===== src/rtl/gcn_argmax.sv =====
`default_nettype none
// ============================================================================
// Module      : gcn_argmax
// Description : Final GCN stage. Scans each row of the ADJ*FM*WM product and
//               holds the column index of the largest entry per node.
// Revision    : 1.0 - initial release
// ============================================================================
module gcn_argmax #(
  parameter int DOT_PROD_ROWS       = 6,
  parameter int DOT_PROD_COLS       = 3,
  parameter int ADJ_DOT_PROD_WIDTH  = 16,
  parameter int DOT_PROD_ROWS_WIDTH = $clog2(DOT_PROD_ROWS),
  parameter int MAX_ADDR_WIDTH      = $clog2(DOT_PROD_COLS)
) (
  input  logic                           clk,
  input  logic                           reset,
  input  logic                           done_comb,
  input  logic [ADJ_DOT_PROD_WIDTH-1:0]  ADJ_FM_WM_Row [0:DOT_PROD_COLS-1],
  output logic [DOT_PROD_ROWS_WIDTH-1:0] read_row_ADJ_FM_WM,
  output logic [MAX_ADDR_WIDTH-1:0]      max_addi_answer [0:DOT_PROD_ROWS-1],
  output logic                           done
);

  localparam logic [DOT_PROD_ROWS_WIDTH-1:0] c_LAST_ROW =
    DOT_PROD_ROWS_WIDTH'(DOT_PROD_ROWS - 1);

  typedef enum logic [1:0] {
    S_IDLE = 2'd0,
    S_ADDR = 2'd1,
    S_EVAL = 2'd2,
    S_DONE = 2'd3
  } state_t;

  state_t                           r_state;
  logic [DOT_PROD_ROWS_WIDTH-1:0]   r_row;
  logic                             r_done;
  logic [MAX_ADDR_WIDTH-1:0]        r_answer [0:DOT_PROD_ROWS-1];

  logic [ADJ_DOT_PROD_WIDTH-1:0]    w_max_val;
  logic [MAX_ADDR_WIDTH-1:0]        w_max_idx;

  // Strictly-greater linear scan: ties keep the lowest column index.
  always_comb begin
    w_max_val = ADJ_FM_WM_Row[0];
    w_max_idx = '0;
    for (int i = 1; i < DOT_PROD_COLS; i++) begin
      if (ADJ_FM_WM_Row[i] > w_max_val) begin
        w_max_val = ADJ_FM_WM_Row[i];
        w_max_idx = MAX_ADDR_WIDTH'(i);
      end
    end
  end

  always_ff @(posedge clk) begin
    if (reset) begin
      r_state <= S_IDLE;
      r_row   <= '0;
      r_done  <= 1'b0;
      for (int i = 0; i < DOT_PROD_ROWS; i++) begin
        r_answer[i] <= '0;
      end
    end else begin
      case (r_state)
        S_IDLE: begin
          r_row <= '0;
          if (done_comb) begin
            r_state <= S_ADDR;
          end
        end
        S_ADDR: begin
          r_state <= S_EVAL;
        end
        S_EVAL: begin
          r_answer[r_row] <= w_max_idx;
          if (r_row == c_LAST_ROW) begin
            r_state <= S_DONE;
          end else begin
            r_row   <= r_row + 1'b1;
            r_state <= S_ADDR;
          end
        end
        S_DONE: begin
          // Only reset leaves this state; done_comb is ignored here.
          r_done <= 1'b1;
        end
        default: begin
          r_state <= S_IDLE;
        end
      endcase
    end
  end

  // Address is presented for both ADDR and EVAL so a registered-read memory
  // has its data ready by EVAL.
  assign read_row_ADJ_FM_WM = ((r_state == S_ADDR) || (r_state == S_EVAL)) ? r_row : '0;
  assign max_addi_answer    = r_answer;
  assign done               = r_done;

endmodule
`default_nettype wire

===== config.mk =====
export PLATFORM = sky130hd
export DESIGN_NAME = gcn_argmax
export DESIGN_NICKNAME = d
export VERILOG_FILES = /design/src/rtl/gcn_argmax.sv
export SDC_FILE = /design/constraint.sdc
export NUM_CORES = 1
export LEC_CHECK = 0
export ABC_AREA = 0
export CAP_MARGIN = 0
export CORE_ASPECT_RATIO = 1.4
export CORE_MARGIN = 2
export CORE_UTILIZATION = 41
export CTS_CLUSTER_DIAMETER = 60
export DETAILED_ROUTE_END_ITERATION = 8
export PLACE_DENSITY = 0.87
export SLEW_MARGIN = 10
export SYNTH_ARGS = -nofsm -noshare
export SYNTH_HDL_FRONTEND = slang
export SYNTH_SLANG_ARGS = --single-unit

===== constraint.sdc =====
create_clock -name clk -period 3.3 [get_ports clk]
set_input_delay 0.495 -clock clk [delete_from_list [all_inputs] [get_ports clk]]
set_output_delay 0.495 -clock clk [all_outputs]
set_load 0.005 [all_outputs]

==> impl_metrics.toml <==
[detailed_routing]
drt_pass1_iterations = 4
final_antenna_net_count = 0
post_drt_via_cell_ratio = 5.49
wl_per_cell_um = 16.4
vias = 2032
drt_wl_total_um = 6090
drtIter0Drc = 89
route.detailed.drc = 0

[setup_path]
start_kind = "primary input"
cp.required_ps = 3430
worstPathArrival_ps = 3580
critPathLaunch = "ADJ_FM_WM_Row[47]"
end_kind = "register"
crit_type = "primary input to register"
cpMaxStageDelayCell = "or4_4"
crit_fanout = 6
max_stage_delay_ps = 560
cp_cell_sequence = "buf_8, inv_4, ha_4, nand4_1, buf_4, nor2_2, a221oi_2, a21oi_4, buf_6, mux2i_1, ha_1, a21o_1, nand3_2, a21oi_2, or4_4, o31ai_4, o22ai_1"
r2r_start = "r_state[0]"

[clock_network]
h-tree-depth = 1
numCtsBuffers = 3
cts_buffer_depth = 2
cts_tree = "done"
cts_sinks = 18
root_buffer = "clkbuf_8"
clkLatencyLatePin_ps = 270
path_clk_slew_ps = 70

[sta]
rsz0062_at_grt = "yes"
setup_violations = 12
hold_viol = 0
finClkSkew_ps = 7.09
setup-tns-final_ps = -1490
layout_setup_ws_ps = -146
period_needed_ps = 3450
max-slew-margin-rel_pct = 56.4
slew_violations = 0
post-route-period-util_pct = 104
max_freq_mhz = 290
worstMarginPinSlew_ps = 652
holdWs_ps = 467

[worst_hold_path]
hp-class = "register to register"
hp-start = "done"

[synth]
yosysSeqAreaShare_pct = 19.9
synth_nets = 307
yosys_warnings = 0
syn_area_per_cell_um2 = 8.34
synthCells = 217
ys.flop_type = "dfxtp_1"
synth_seq_cells = 18
syn_area_um2 = 1810
async_flop_share_pct = 0
yosysUniqueCellTypes = 38
synth-edff-count = 0

[flow_run]
maxCapViolCount = 0

[die]
die_x_um = 60.2
core_um2 = 4240
die_y_um = 82.6
start_util_pct = 42.7
rows = 28
io_pins = 67
die-area_um2 = 4970

[place]
port_buffers = 66
placedInstanceArea_um2 = 2690
gp_congestion = 0.924
hpwl_um = 4200

[grt]
use_met3_pct = 1.71
grt_pass1_vias = 2188
grt_antenna_before_repair = 0
track_usage_pct = 24.6
grt_pass1_wl_um = 9250
gr-total-overflow = 0
grt_max_degree = 19
grtUsageMet2_pct = 50.1
use_met1_pct = 22.6
top_usage_layer = "met2"

[final_layout]
layout_commonest_cell = "clkdlybuf4s50_1"
num-nets-final = 401
layout_common_cells = "34 x clkdlybuf4s50_1, 27 x buf_4, 23 x ha_1"
area_delta_synth_final_pct = 69.0
layout-drive-gt1-share_pct = 35.5
diodes = 0
fin_area_um2 = 3060

[run_status]
outcome = "finished, violations left"
failed_checks = "setup timing"

[pwr]
p_per_area_nw_per_um2 = 258
ir_drop_v = 0.000142
p_leak_nw = 1.32
-- cell usage after synthesis (3+ instances only) --
library cell,n,share of area (%)
a21o_1,3,1.2
a21oi_1,20,5.5
a41o_1,3,1.7
and2_1,3,1.0
clkbuf_1,5,1.0
dfxtp_1,18,20
ha_1,39,27
inv_1,25,5.2
mux2i_1,16,8.8
nand2_1,15,3.1
nand3_1,7,1.9
nand4_1,9,3.1
nor2_1,11,2.3
nor2b_1,3,1.0
nor3_1,4,1.1
nor3b_1,5,2.1
o21ai_0,3,0.83
o22ai_1,4,1.4
-- through the flow --
stage          instances  util [%]  power [mW]  worst slack (ps)
3_5_place_dp         354      63.3       0.525              -893
5_1_grt              370      72.2       0.832              -291
4_1_cts              367      68.8       0.752              3.18
2_1_floorplan        217         -       0.401              2.37
6_report             370      72.2       0.790              -146
3_3_place_gp         354      63.3       0.512              -730
-- final timing paths --
path                                      endpoint  slack [ps]  depth (start not counted)
worst min register to register                done         470                          2
worst max-delay path            max_addi_answer[7]        -150                         17
worst min-delay path                          done         470                          2
worst max register to register  max_addi_answer[2]        1510                          6
-- area by class of cell --
class	count	area [µm²]
clock buffers	4	55.1
fillers	310	1180
inverters	25	98.8
multi-input cells	167	1640
flip-flops and latches	18	360
well taps	60	75.1
repair buffers	96	826
-- sequential cells by signal (all words and copies together) (netlist names) --
register	count
max_addi_answer	12
r_row	3
r_state	2
done	1
-- power breakdown --
part | switching (mW) | internal, mW
Clock | 0.0815 | 0.107
Sequential | 0.00470 | 0.221
Combinational | 0.182 | 0.194
-- what timing repair did --
item                       4_1_cts  5_1_grt
cloned                           2        0
resized for setup              144       30
hold buffers                     0        0
buffers inserted                 7        3
setup endpoints to repair       12       12
pin swaps                       30       13
-- logic make-up after synthesis --
kind of cell	count (synthesis)	synth area share, %
compound gates	46	17.4
buf+inv	33	7.53
simple gates	64	18.7
flops	18	19.9
fa+ha+maj	39	27.0
mux	17	9.47
-- layer usage --
layer | routed length [µm] | share of wire, % | vias up
met5 | 0 | 0 | -
met4 | 222 | 3.6 | 0
met3 | 211 | 3.5 | 19
met2 | 3450 | 57 | 80
met1 | 2200 | 36 | 954
li1 | - | - | 979
-- critical path: cells and delay by family --
family          cells  cell delay, ps
simple gates        4             990
compound gates      6             820
fa+ha+maj           2             550
buf+inv             4             520
mux                 1             220
(Power assumes the default switching activity.)
